[src/rtl/axis_video_tpg.sv]
// AXI4-Stream video test pattern generator: bars, solid, checker and scrolling ramp,
// with backpressure, back-to-back frames and a completed-frame counter.
module axis_video_tpg #(
    parameter int H_ACTIVE    = 1280,
    parameter int V_ACTIVE    = 720,
    parameter int COMP_W      = 8,
    parameter int NUM_BARS    = 8,
    parameter int CHECK_SHIFT = 5,
    parameter int FCNT_W      = 16
) (
    input  logic                  clk,
    input  logic                  resetn,
    input  logic                  i_enable,
    input  logic [1:0]            i_mode,
    input  logic [3*COMP_W-1:0]   i_solid_color,
    output logic [3*COMP_W-1:0]   m_axis_tdata,
    output logic                  m_axis_tvalid,
    input  logic                  m_axis_tready,
    output logic                  m_axis_tuser,
    output logic                  m_axis_tlast,
    output logic [FCNT_W-1:0]     o_frame_cnt,
    output logic                  o_busy
);
    localparam int PW    = 3 * COMP_W;
    localparam int XW    = (H_ACTIVE > 1) ? $clog2(H_ACTIVE) : 1;
    localparam int YW    = (V_ACTIVE > 1) ? $clog2(V_ACTIVE) : 1;
    localparam int BW    = (NUM_BARS > 1) ? $clog2(NUM_BARS) : 1;
    localparam int BAR_W = H_ACTIVE / NUM_BARS;

    localparam logic [XW-1:0] XLAST     = XW'(H_ACTIVE - 1);
    localparam logic [YW-1:0] YLAST     = YW'(V_ACTIVE - 1);
    localparam logic [XW-1:0] BCNT_LAST = XW'(BAR_W - 1);
    localparam logic [BW-1:0] BIDX_LAST = BW'(NUM_BARS - 1);

    typedef enum logic {IDLE, ACTIVE} state_t;

    state_t              state_q, state_d;
    logic [XW-1:0]       x_q, x_d, bcnt_q, bcnt_d;
    logic [YW-1:0]       y_q, y_d;
    logic [BW-1:0]       bidx_q, bidx_d;
    logic [1:0]          mode_q, mode_d;
    logic [PW-1:0]       color_q, color_d;
    logic [FCNT_W-1:0]   base_q, base_d, fcnt_q, fcnt_d;
    logic [PW-1:0]       tdata_q, tdata_d;
    logic                tvalid_q, tvalid_d, tuser_q, tuser_d, tlast_q, tlast_d;
    logic                busy_q, busy_d;

    logic                fire, start, chk_px;
    logic [2:0]          bar_c;
    logic [COMP_W-1:0]   ramp;

    always_comb begin
        state_d  = state_q;
        x_d      = x_q;
        y_d      = y_q;
        bcnt_d   = bcnt_q;
        bidx_d   = bidx_q;
        mode_d   = mode_q;
        color_d  = color_q;
        base_d   = base_q;
        fcnt_d   = fcnt_q;
        tdata_d  = tdata_q;
        tvalid_d = tvalid_q;
        tuser_d  = tuser_q;
        tlast_d  = tlast_q;
        busy_d   = busy_q;
        start    = 1'b0;
        fire     = tvalid_q && m_axis_tready;
        bar_c    = 3'd0;
        chk_px   = 1'b0;
        ramp     = '0;

        case (state_q)
            IDLE: begin
                if (i_enable) begin
                    start  = 1'b1;
                    base_d = fcnt_q;
                end
            end
            ACTIVE: begin
                if (fire) begin
                    if (x_q == XLAST) begin
                        x_d    = '0;
                        bcnt_d = '0;
                        bidx_d = '0;
                        if (y_q == YLAST) begin
                            fcnt_d = fcnt_q + 1'b1;
                            if (i_enable) begin
                                start  = 1'b1;
                                base_d = fcnt_q + 1'b1;
                            end else begin
                                state_d = IDLE;
                            end
                        end else begin
                            y_d = y_q + 1'b1;
                        end
                    end else begin
                        x_d = x_q + 1'b1;
                        // Last bar saturates and soaks up the H_ACTIVE % NUM_BARS remainder.
                        if (bcnt_q == BCNT_LAST && bidx_q != BIDX_LAST) begin
                            bcnt_d = '0;
                            bidx_d = bidx_q + 1'b1;
                        end else begin
                            bcnt_d = bcnt_q + 1'b1;
                        end
                    end
                end
            end
            default: state_d = IDLE;
        endcase

        if (start) begin
            state_d = ACTIVE;
            x_d     = '0;
            y_d     = '0;
            bcnt_d  = '0;
            bidx_d  = '0;
            mode_d  = i_mode;
            color_d = i_solid_color;
        end

        bar_c  = 3'd7 - 3'(bidx_d);
        chk_px = (|((x_d >> CHECK_SHIFT) & XW'(1))) ^ (|((y_d >> CHECK_SHIFT) & YW'(1)));
        ramp   = COMP_W'(x_d) + COMP_W'(base_d);

        // Output registers only move on a transfer or a frame start, so they hold under stall.
        if (fire || start) begin
            tvalid_d = (state_d == ACTIVE);
            tuser_d  = tvalid_d && (x_d == '0) && (y_d == '0);
            tlast_d  = tvalid_d && (x_d == XLAST);
            busy_d   = (state_d == ACTIVE);
            tdata_d  = '0;
            if (tvalid_d) begin
                case (mode_d)
                    2'd0:    tdata_d = {{COMP_W{bar_c[1]}}, {COMP_W{bar_c[2]}}, {COMP_W{bar_c[0]}}};
                    2'd1:    tdata_d = color_d;
                    2'd2:    tdata_d = {PW{chk_px}};
                    default: tdata_d = {ramp, ramp, ramp};
                endcase
            end
        end
    end

    always_ff @(posedge clk) begin
        if (!resetn) begin
            state_q  <= IDLE;
            x_q      <= '0;
            y_q      <= '0;
            bcnt_q   <= '0;
            bidx_q   <= '0;
            mode_q   <= '0;
            color_q  <= '0;
            base_q   <= '0;
            fcnt_q   <= '0;
            tdata_q  <= '0;
            tvalid_q <= 1'b0;
            tuser_q  <= 1'b0;
            tlast_q  <= 1'b0;
            busy_q   <= 1'b0;
        end else begin
            state_q  <= state_d;
            x_q      <= x_d;
            y_q      <= y_d;
            bcnt_q   <= bcnt_d;
            bidx_q   <= bidx_d;
            mode_q   <= mode_d;
            color_q  <= color_d;
            base_q   <= base_d;
            fcnt_q   <= fcnt_d;
            tdata_q  <= tdata_d;
            tvalid_q <= tvalid_d;
            tuser_q  <= tuser_d;
            tlast_q  <= tlast_d;
            busy_q   <= busy_d;
        end
    end

    assign m_axis_tdata  = tdata_q;
    assign m_axis_tvalid = tvalid_q;
    assign m_axis_tuser  = tuser_q;
    assign m_axis_tlast  = tlast_q;
    assign o_frame_cnt   = fcnt_q;
    assign o_busy        = busy_q;
endmodule

[config.mk]
export PLATFORM = sky130hd
export DESIGN_NAME = axis_video_tpg
export DESIGN_NICKNAME = d
export VERILOG_FILES = /design/src/rtl/axis_video_tpg.sv
export SDC_FILE = /design/constraint.sdc
export NUM_CORES = 1
export LEC_CHECK = 0
export CORE_MARGIN = 4
export CORE_UTILIZATION = 50
export CTS_CLUSTER_DIAMETER = 60
export DETAILED_ROUTE_END_ITERATION = 8
export GPL_TIMING_DRIVEN = 1
export HOLD_SLACK_MARGIN = 0.12
export PLACE_DENSITY = 0.76
export SYNTH_ARGS = -nofsm -noshare
export SYNTH_HDL_FRONTEND = slang
export SYNTH_SLANG_ARGS = --single-unit
export TNS_END_PERCENT = 1
[constraint.sdc]
create_clock -name clk -period 4.1 [get_ports clk]
set_input_delay 1.025 -clock clk [delete_from_list [all_inputs] [get_ports clk]]
set_output_delay 1.025 -clock clk [all_outputs]
set_load 0.03 [all_outputs]
==> summary.md, run 1 <==
| Metric | Value |
|---|---|
| DIE AREA | `13400 sq um` |
| Sum Neg Setup Slack | `0 ns` |
| Setup Viol. Count Final | `0` |
| Area delta synth->final | `32.1%` |
| Worst setup EP type | `flop` |
| Routability congestion estimate | `0.919` |
| DR vias | `5287` |
| Required @ worst endpoint | `4.40 ns` |
| Final Hold Fails | `0` |
| Worst slew pin tran | `1.01 ns` |
| Sw frac | `23.2%` |
| NetSw | `0.000728 W` |
| DRC | `0` |
| Critical Path AT | `4.05 ns` |
| Critical Path, Cell by Cell | `ha_1, nand3_1, nor3_4, and3_1, o21ai_1, buf_4, a22o_1, ha_1, a21o_1, a21o_1, a21oi_1, a21oi_1, or3b_1, a32o_1` |
| DR vias/cell | `5.65` |
| Sequential power share | `37.3%` |
| Initial drt markers | `275` |
| Relative slew slack | `33.0%` |
| WL final | `15.4 mm` |
| Comb power frac | `11.3%` |
| Synth area leaders | `dfxtp_1 39%, mux2i_1 4.7%, nand2_1 4.2%` |
| Clk pin slew, worst setup/hold paths | `0.05 ns` |
| Avg WL per Cell | `16.4 microns` |
| Root buffer cell | `clkbuf_16` |
| RSZ-0062 raised after global routing | `false` |
| Predominant post-synthesis flop cell | `dfxtp_1` |
| Outcome | `completed` |
| Synthesized flop and latch total | `113` |
| Peak Freq | `0.267 GHz` |
| Internal power | `0.00241 W` |
| Crit path kind | `flop to flop` |
| GRT Util Overall | `23.7%` |
| Fin nets | `822` |
| Clk pwr share | `51.5%` |
| Largest stage delay, worst path | `0.42 ns` |
| Cts repair resizes | `0` |
| Tot Pwr | `0.00314 W` |
| Initial Util | `51.0%` |
| Die extent in x | `116 microns` |
| Critical path's slowest cell | `or3b_1` |
| Cell area power density | `409 nW/um^2` |
| Post-synth top area cell | `dfxtp_1` |
| Mapped Area | `5800 sq um` |
| Total grt overflow | `0` |
| Total number of yosys warnings | `0` |
| Core ar. | `11400 sq um` |
| Vias in the first global route | `5238` |
| Hold Path Depth | `2` |
| Top cell type's share of synthesized area | `39.0%` |
| Hold/Removal Path Class | `flop to flop` |
| Num CTS Buffers | `17` |
| Crit Path Max Fanout | `6` |
| Pre-Repair DR Iteration Count | `5` |
| Mapped Cells | `662` |
| Startpoint types | `flop` |
| Insertion delay to the later sink of the worst-skew pair | `0.41 ns` |
| Maxcap violations | `0` |
| Count of cell types in the netlist | `65` |
| Syn_nets | `705` |
| Leakage | `2.99 nW` |
| # Post-CTS Setup Buffers | `0` |
| Clock Path Buffers | `2` |
| FF-to-FF path depth | `14` |
| Final Critical Period | `3.75 ns` |
| Async SR Flop Fraction | `0%` |
| Grt met2 use | `40.7%` |
| Share of layout cells above drive strength 1 | `13.8%` |
| Hold_buf cts | `0` |
| Num rows | `39` |
| Fin crit share | `91.5%` |
| Met1 usage | `29.6%` |
| Setup Skew | `0.00983 ns` |
| CTS tree | `done` |
| Largest net degree at the start of global routing | `29` |
| Ports | `74` |
| Count of input and output buffers | `73` |
| First-pass GRT wire length | `25.3 mm` |
| Hpwl dp | `11.4 mm` |
| Busiest grt layer | `met2` |
| Seq/Total Area, Yosys | `39.0%` |
| H-tree Lvls | `4` |
| Slew Limit Fails | `0` |
| Die Y-Extent | `116 microns` |
| Mean Syn Cell Area | `8.76 sq um` |
| Initial antenna violation count | `0` |
| Final Core Density | `67.4%` |
| Diode count | `0` |
| Antenna Nets Post-Route | `0` |
| Peak VDD IR | `0.000259 V` |
| EDFF count, synth | `0` |
| Met3 Usage GRT | `4.80%` |
| Fillcell total | `895` |
| Clk sinks | `113` |
-- registers in the layout (all words and copies together) (netlist names), 2 cells and up --
name,flops
x_q,11
color_q,24
bidx_q,3
o_frame_cnt,16
mode_q,2
m_axis_tdata,24
y_q,10
base_q,8
bcnt_q,11
-- critical path, delay by kind of cell (launching register included) --
kind,cells,cell delay (ns)
simple gates,4,1.24
compound gates,7,1.23
fa+ha+maj,2,0.58
flops,1,0.40
buf+inv,1,0.19
-- cell usage after synthesis, types with 3 or more instances --
cell type and number:
a211oi_1 3, inv_1 4, and2_1 27, buf_1 3, a21o_1 3, ha_1 13, nor3b_1 4, xor2_1 19
o211ai_1 3, a32o_1 11, nor3_1 14, o21ai_1 24, or2_2 4, nand4_1 13, and3_1 16, o21ai_0 17
nor4_1 4, buf_2 8, xnor2_1 25, a21boi_0 8, a22o_1 5, clkbuf_1 21, nor2b_1 31, a311oi_4 3
a21oi_1 15, or3_1 4, nand3_1 28, o21a_1 17, nor2_1 58, nand2_1 65, o31ai_1 3, dfxtp_1 113
mux2i_1 27, a31oi_1 6, and4_1 3
-- metal layers --
layer	share of wire, %	vias up
met3	5.2	34
met2	49	166
met1	44	2489
li1	-	2598
met5	0	-
met4	2.2	0
-- power by group through the flow --
stage               Sequential, W  Combinational [W]  Clock (W)
detailed placement        0.00119           0.000352          0
global placement          0.00119           0.000345          0
finish                    0.00117           0.000354    0.00161
floorplan                 0.00123           0.000162          0
CTS                       0.00117           0.000355    0.00162
global route              0.00117           0.000378    0.00168
-- cell usage in the layout (no fill, tap or decap), drive strengths merged, types with 3 or more instances in the layout --
master and instances:
bufinv 5, mux2i 27, buf 59, and3 16, a21boi 8, xor2 19
ha 13, nand3 28, a21o 3, nor3b 5, o21ai 41, or3 4
or2 4, o31ai 3, inv 4, a21oi 15, o21a 17, a211oi 3
clkbuf 22, xnor2 27, a311oi 4, clkdlybuf4s50 72, nand4 13, a31oi 7
dfxtp 113, a22o 5, and2 27, a32o 11, o211ai 3, nor2b 31
or3b 3, nand2 65, nor4 6, nor3 17, clkinv 4, and4 3
nor2 59
-- final cells by class --
class                           count  area [sq um]  share of cell area, %
Clock buffer                       22           464                   6.06
Sequential cell                   113          2260                   29.5
Tap cell                          143           179                   2.34
Inverter                            4          15.0                  0.196
Clock inverter                     10           181                   2.37
Multi-Input combinational cell    511          3380                   44.2
Timing Repair Buffer              132          1180                   15.3
-- per-stage QoR --
step,worst slack (ns),cell area (sq um),cells,hold WS [ns]
floorplan,0.127,5800,662,0.441
global placement,-0.181,7010,903,0.434
detailed placement,-0.333,7010,903,0.444
CTS,0.0914,7650,935,0.452
global route,0.00845,7660,935,0.475
finish,0.350,7660,935,0.450
-- logic make-up (layout without fill, tap and decap cells) --
kind of cell    Yosys count  after routing  synth area share, %
simple gates            290            290                 26.6
compound gates          133            133                 16.6
flops                   113            113                 39.0
xor+xnor                 46             46                 7.20
buf+inv                  38            168                 2.76
mux                      28             28                 4.85
fa+ha+maj                14             14                 2.98
-- path summary, 6_finish.rpt --
path                    from               end  slack (ns)
max                   x_q[1]  m_axis_tdata[15]        0.35
min          m_axis_tdata[9]   m_axis_tdata[9]        0.45
max reg2reg           x_q[1]  m_axis_tdata[15]        0.35
min reg2reg  m_axis_tdata[9]   m_axis_tdata[9]        0.45
Note: power is estimated with default switching activity, not from simulation.
==> run 2, diff against run 1 <==
CORE_MARGIN = default   (was 4)
==> summary.md, run 2 (same netlist as run 1, synthesis figures left out) <==
| Metric | Value |
|---|---|
| Outcome | `completed` |
| Final Hold Fails | `0 (unchanged)` |
| Maxcap violations | `0 (unchanged)` |
| Num rows | `38 (-2.6%)` |
| Crit path top cell by count | `a32o_1` |
| Cts repair resizes | `0 (unchanged)` |
| Worst hold path endpoint | `m_axis_tdata[11]` |
| CP delay by family, top | `compound AO/OA/AOI/OAI gates` |
| Peak Freq | `0.256 GHz (-4.0%)` |
| Required @ worst endpoint | `4.39 ns (about the same)` |
| Count of input and output buffers | `73 (unchanged)` |
| Setup Skew | `0.0170 ns (+0.00716 ns)` |
| Largest net degree at the start of global routing | `35 (+21%)` |
| Slew Limit Fails | `0 (unchanged)` |
| Worst Setup SP | `m_axis_tready` |
| R2r endpoint | `m_axis_tdata[23]` |
| Comb power frac | `11.8% (+0.5 points)` |
| Crit path buf inv count | `1 (unchanged)` |
| Vias in the first global route | `5175 (-1.2%)` |
| Sequential power share | `39.1% (+1.8 points)` |
| Leakage | `2.91 nW (-2.5%)` |
| Clock Path Buffers | `2 (unchanged)` |
| Relative slew slack | `32.2% (-0.76 points)` |
| Cell area after layout | `7560 sq um (-1.3%)` |
| Initial drt markers | `264 (-4.0%)` |
| Most common cell after layout, fill and taps aside | `dfxtp_1` |
| # Post-CTS Setup Buffers | `0 (unchanged)` |
| NetSw | `0.000769 W (+5.6%)` |
| Initial Util | `52.4% (+1.3 points)` |
| Hold Path Depth | `2 (unchanged)` |
| Hpwl dp | `11.0 mm (-4.0%)` |
| CTS tree | `done` |
| Critical Path, Cell by Cell | `clkdlybuf4s50_1, nand2_1, nor2_1, and3_1, o21ai_2, a22o_1, ha_1, and2_1, a32o_1, o2111ai_1, a21oi_1, or3b_1, a32o_1` |
| DR vias | `5354 (+1.3%)` |
| Root buffer cell | `clkbuf_16` |
| Pre-Repair DR Iteration Count | `5 (unchanged)` |
| Fin crit share | `95.3% (+3.8 points)` |
| Most frequent cells in the layout | `113 x dfxtp_1, 73 x clkdlybuf4s50_1, 65 x nand2_1` |
| First-pass GRT wire length | `24.9 mm (-1.5%)` |
| Clk pwr share | `49.1% (-2.4 points)` |
| Area delta synth->final | `30.3%` |
| Fillcell total | `879 (-1.8%)` |
| FF-to-FF path depth | `13 (-1)` |
| Largest stage delay, worst path | `0.51 ns (+0.09 ns)` |
| Routability congestion estimate | `0.938 (+2.1%)` |
| Cell area power density | `395 nW/um^2 (-3.6%)` |
| Initial antenna violation count | `0 (unchanged)` |
| DR vias/cell | `5.78 (+2.1%)` |
| Num CTS Buffers | `17 (unchanged)` |
| Avg WL per Cell | `16.6 microns (+0.69%)` |
| Critical path's slowest cell | `clkdlybuf4s50_1` |
| Worst slew pin tran | `1.02 ns (+0.0114 ns)` |
| DRC | `0 (unchanged)` |
| Reg-to-Reg Start | `x_q[1]` |
| Hold_buf cts | `0 (unchanged)` |
| Crit Path Max Fanout | `5 (-1)` |
| Final Critical Period | `3.91 ns (+0.158 ns)` |
| Crit path kind | `input pin to flop` |
| Clk sinks | `113 (unchanged)` |
| GRT Util Overall | `26.8% (+3.1 points)` |
| Worst setup EP type | `flop` |
| WL final | `15.3 mm (-0.17%)` |
| Hold wc startpoint | `m_axis_tdata[11]` |
| RSZ-0062 raised after global routing | `false` |
| Peak VDD IR | `0.000261 V (+0.93%)` |
| Placed Area | `6970 sq um (-0.54%)` |
| Insertion delay to the later sink of the worst-skew pair | `0.41 ns (about the same)` |
| Critical Path AT | `4.20 ns (+0.15 ns)` |
| Die extent in x | `110 microns (-5.2%)` |
| Die Y-Extent | `110 microns (-5.2%)` |
| Sum Neg Setup Slack | `0 ns (unchanged)` |
| Startpoint types | `input pin` |
| Fin nets | `817 (-0.61%)` |
| Sw frac | `25.8% (+2.5 points)` |
| Hold/Removal Path Class | `flop to flop` |
| H-tree Lvls | `4 (unchanged)` |
| Tot Pwr | `0.00298 W (-4.9%)` |
| Share of layout cells above drive strength 1 | `13.7% (-0.040 points)` |
| Ports | `74 (unchanged)` |
| Total grt overflow | `0 (unchanged)` |
| Setup Viol. Count Final | `0 (unchanged)` |
| Clk pin slew, worst setup/hold paths | `0.06 ns (about the same)` |
| DIE AREA | `12000 sq um (-10%)` |
| Diode count | `0 (unchanged)` |
| Core ar. | `11100 sq um (-2.6%)` |
| Worst R2R Setup Slack | `0.30 ns (-0.05 ns)` |
| Antenna Nets Post-Route | `0 (unchanged)` |
| Internal power | `0.00222 W (-8.0%)` |
run 2: worst max path at each step:
stage                                   to  slack (ns)  depth (start not counted)
after global placement    m_axis_tdata[15]       -0.09                         13
after detailed placement  m_axis_tdata[23]       -0.17                         13
final                     m_axis_tdata[23]        0.19                         13
after global routing      m_axis_tdata[22]        0.04                         16
after CTS                 m_axis_tdata[23]        0.22                         13
after floorplan           m_axis_tdata[15]        0.13                         14
run 2: through the flow:
| step | setup slack, ns | cells | hold WS [ns] | util (%) |
|---|---|---|---|---|
| floorplan | 0.127 | 662 | 0.441 | - |
| global placement | -0.0879 | 895 | 0.436 | 62.9 |
| detailed placement | -0.167 | 895 | 0.438 | 62.9 |
| CTS | 0.219 | 927 | 0.446 | 68.3 |
| global route | 0.0435 | 927 | 0.458 | 68.3 |
| finish | 0.192 | 927 | 0.441 | 68.3 |
run 2: power by group through the flow:
stage	Sequential, W	Combinational [W]	Clock (W)
2_1_floorplan	0.00123	0.000162	0
3_3_place_gp	0.00119	0.000342	0
3_5_place_dp	0.00119	0.000349	0
4_1_cts	0.00117	0.000353	0.00148
5_1_grt	0.00117	0.000377	0.00153
6_report	0.00117	0.000353	0.00146
run 2: final cells by class:
cell class	instances	area (sq um)	area share, %
Timing Repair Buffer	127	1140	15.0
Multi-Input combinational cell	511	3380	44.7
Sequential cell	113	2260	29.9
Clock buffer	18	439	5.81
Tap cell	140	175	2.32
Clock inverter	14	151	2.00
Inverter	4	15.0	0.199
run 2: per-layer routing:
metal | track usage (%) | routed length, microns | vias up
li1 | - | - | 2596
met1 | 33.1 | 6920 | 2533
met2 | 44.7 | 7120 | 186
met3 | 5.75 | 874 | 39
met4 | 12.0 | 433 | 0
met5 | 0 | 0 | -
run 2: worst register-to-register path: stages, from the launching register on:
cell and delay, ns:
dfxtp_1 0.41, ha_1 0.28, nand3_1 0.21, nor3_2 0.38, and3_1 0.29, o21ai_2 0.12
a22o_1 0.28, ha_1 0.29, and2_1 0.17, a32o_1 0.28, o2111ai_1 0.22, a21oi_1 0.10
or3b_1 0.42, a32o_1 0.24
==> run 3, diff against run 2 <==
ABC_AREA = 1   (was default)
CORE_UTILIZATION = 51   (was 50)
PLACE_DENSITY = 0.77   (was 0.76)
clock period = 3.5 ns   (was 4.1 ns; I/O delays follow)
==> summary.md, run 3 <==
| Metric | Value |
|---|---|
| Hold_ws | `0.466 ns (+0.0247 ns)` |
| Diode count | `0 (unchanged)` |
| H-tree Lvls | `4 (unchanged)` |
| Root buffer cell | `clkbuf_16` |
| Area delta synth->final | `30.8%` |
| Slew Limit Fails | `0 (unchanged)` |
| Hold/Removal Path Class | `flop to flop` |
| Hpwl dp | `11.7 mm (+6.3%)` |
| Antenna Nets Post-Route | `0 (unchanged)` |
| Worst slew pin tran | `0.472 ns (-0.545 ns)` |
| Pre-Repair DR Iteration Count | `5 (unchanged)` |
| Crit Path Max Fanout | `6 (+1)` |
| Fin nets | `1042 (+28%)` |
| Async SR Flop Fraction | `0% (unchanged)` |
| CTS tree | `done` |
| Crit path kind | `input pin to flop` |
| Initial drt markers | `346 (+31%)` |
| Core ar. | `11100 sq um (unchanged)` |
| Mapped Area | `5920 sq um (+2.1%)` |
| Vias in the first global route | `5714 (+10%)` |
| Insertion delay to the later sink of the worst-skew pair | `0.42 ns (about the same)` |
| Avg WL per Cell | `13.7 microns (-17%)` |
| Total number of yosys warnings | `0 (unchanged)` |
| Pre-CTS worst setup slack | `-0.169 ns (-0.00231 ns)` |
| Fin crit share | `91.9%` |
| Post-synth top area cell | `dfxtp_1` |
| Count of cell types in the netlist | `43 (-34%)` |
| Most frequent cells after synthesis | `214 x nand2_1, 124 x nor2_1, 113 x dfxtp_1` |
| Die Y-Extent | `110 microns (about the same)` |
| Initial antenna violation count | `0 (unchanged)` |
| Peak Freq | `0.311 GHz` |
| Leakage | `3.37 nW (+16%)` |
| Outcome | `completed` |
| Critical Path AT | `3.51 ns (-0.69 ns)` |
| WL final | `15.8 mm (+2.9%)` |
| First-pass GRT wire length | `26.1 mm (+4.7%)` |
| Ports | `74 (unchanged)` |
| Clock Path Buffers | `2 (unchanged)` |
| Worst setup EP type | `flop` |
| Routability congestion estimate | `0.964 (+2.8%)` |
| DR vias | `5995 (+12%)` |
| DR vias/cell | `5.20 (-9.9%)` |
| Setup Skew | `0.0116 ns (-0.00537 ns)` |
| GRT Util Overall | `28.4% (+1.6 points)` |
| Num rows | `38 (unchanged)` |
| Largest net degree at the start of global routing | `44 (+26%)` |
| Total grt overflow | `0 (unchanged)` |
| Hold_buf cts | `0 (unchanged)` |
| Final Critical Period | `3.22 ns` |
| Maxcap violations | `0 (unchanged)` |
| Cell area power density | `454 nW/um^2 (+15%)` |
| Setup WS post-layout | `0.284 ns (+0.0915 ns)` |
| Syn_nets | `917 (+30%)` |
| Final Hold Fails | `0 (unchanged)` |
| Predominant post-synthesis flop cell | `dfxtp_1` |
| DRC | `0 (unchanged)` |
| Mapped Cells | `874 (+32%)` |
| Startpoint types | `input pin` |
| Clk sinks | `113 (unchanged)` |
| Most common cell after layout, fill and taps aside | `nand2_1` |
| DIE AREA | `12000 sq um (+0.11%)` |
| RSZ-0062 raised after global routing | `false` |
| Required @ worst endpoint | `3.79 ns (-0.60 ns)` |
| Count of input and output buffers | `73 (unchanged)` |
| Mean Syn Cell Area | `6.78 sq um (-23%)` |
| Most common cell in the netlist | `nand2_1` |
| Initial Util | `53.5% (+1.1 points)` |
| Num CTS Buffers | `17 (unchanged)` |
| Synthesized flop and latch total | `113 (unchanged)` |
| Seq/Total Area, Yosys | `38.2% (-0.81 points)` |
| Share of layout cells above drive strength 1 | `12.4% (-1.4 points)` |
| Setup Viol. Count Final | `0 (unchanged)` |
| Top cell type's share of synthesized area | `38.2% (-0.81 points)` |
| EDFF count, synth | `0 (unchanged)` |
| Die extent in x | `110 microns (about the same)` |
| Peak VDD IR | `0.000685 V (+160%)` |
| Relative slew slack | `68.3% (+36 points)` |
| Synth area leaders | `dfxtp_1 38%, nand2_1 14%, nor2_1 7.9%` |
| Most frequent cells in the layout | `214 x nand2_1, 123 x nor2_1, 113 x dfxtp_1` |
| Clk pin slew, worst setup/hold paths | `0.05 ns (about the same)` |
==> run 3: metrics by stage <==
step / cells / TNS [ns] / cell area (sq um) / util, % / power (W)
floorplan: 874 / 0 / 5920 / - / 0.00169
global placement: 1120 / -0.615 / 7170 / 64.7 / 0.00188
detailed placement: 1120 / -1.65 / 7170 / 64.7 / 0.00188
CTS: 1152 / 0 / 7730 / 69.8 / 0.00353
global route: 1152 / 0 / 7750 / 69.9 / 0.00365
finish: 1152 / 0 / 7750 / 69.9 / 0.00352
==> run 3: cells by family (layout without fill, tap and decap cells) <==
group	count (synthesis)	after routing	synth area share, %
buffers and inverters	123	261	8.34
XOR/XNOR	18	18	2.66
adder cells (fa/ha/maj)	13	13	2.75
flip-flops	113	113	38.2
AND/OR/NAND/NOR	444	444	32.2
multiplexers	10	10	1.69
AO/OA/AOI/OAI	153	153	14.2
==> run 3: power by group <==
| group | switching, W | total (W) | internal (W) |
|---|---|---|---|
| clock network | 0.000595 | 0.00165 | 0.00106 |
| logic | 0.000299 | 0.000499 | 0.000200 |
| registers | 0.0000257 | 0.00136 | 0.00134 |
==> run 3: layer usage <==
layer	part of all wire [%]	global-route usage [%]	routed length, microns
met2	47	47.0	7370
met3	5.8	7.77	924
met4	2.3	11.9	359
met1	45	34.6	7140
met5	0	0	0
==> run 3: path summary, 6_finish.rpt <==
| kind | end | slack (ns) | start | cells past startpoint |
|---|---|---|---|---|
| hold reg to reg | m_axis_tdata[23] | 0.47 | m_axis_tdata[23] | 2 |
| hold / removal | m_axis_tdata[23] | 0.47 | m_axis_tdata[23] | 2 |
| setup / recovery | m_axis_tdata[6] | 0.28 | m_axis_tready | 21 |
| setup reg to reg | m_axis_tdata[6] | 0.38 | x_q[1] | 17 |
==> run 3: final cells by class <==
type / count / area (sq um)
clock inverter: 10 / 111
tap: 140 / 175
inverter: 93 / 349
clock buffer: 22 / 454
fill: 981 / 3330
timing repair buffer: 136 / 1220
sequential: 113 / 2260
multi-input combinational: 638 / 3180
==> run 3: critical path, stage by stage <==
cell,delay (ns)
clkdlybuf4s50_1,0.46
nand2_1,0.08
inv_2,0.09
nand3_2,0.11
nor2_4,0.12
nand2_2,0.07
nand2_2,0.09
nand2_4,0.08
nand2_1,0.10
inv_1,0.06
nand2_1,0.08
inv_1,0.06
ha_1,0.32
a21oi_2,0.16
nor2_1,0.05
a211oi_1,0.16
o21ai_1,0.11
xnor2_1,0.18
nand2_1,0.12
nand2_1,0.07
a21oi_1,0.05
==> run 3: repair_timing <==
item / CTS / global route
endpoints found under the setup margin: 0 / 8
setup buffers: 0 / 0
resized for setup: 0 / 7
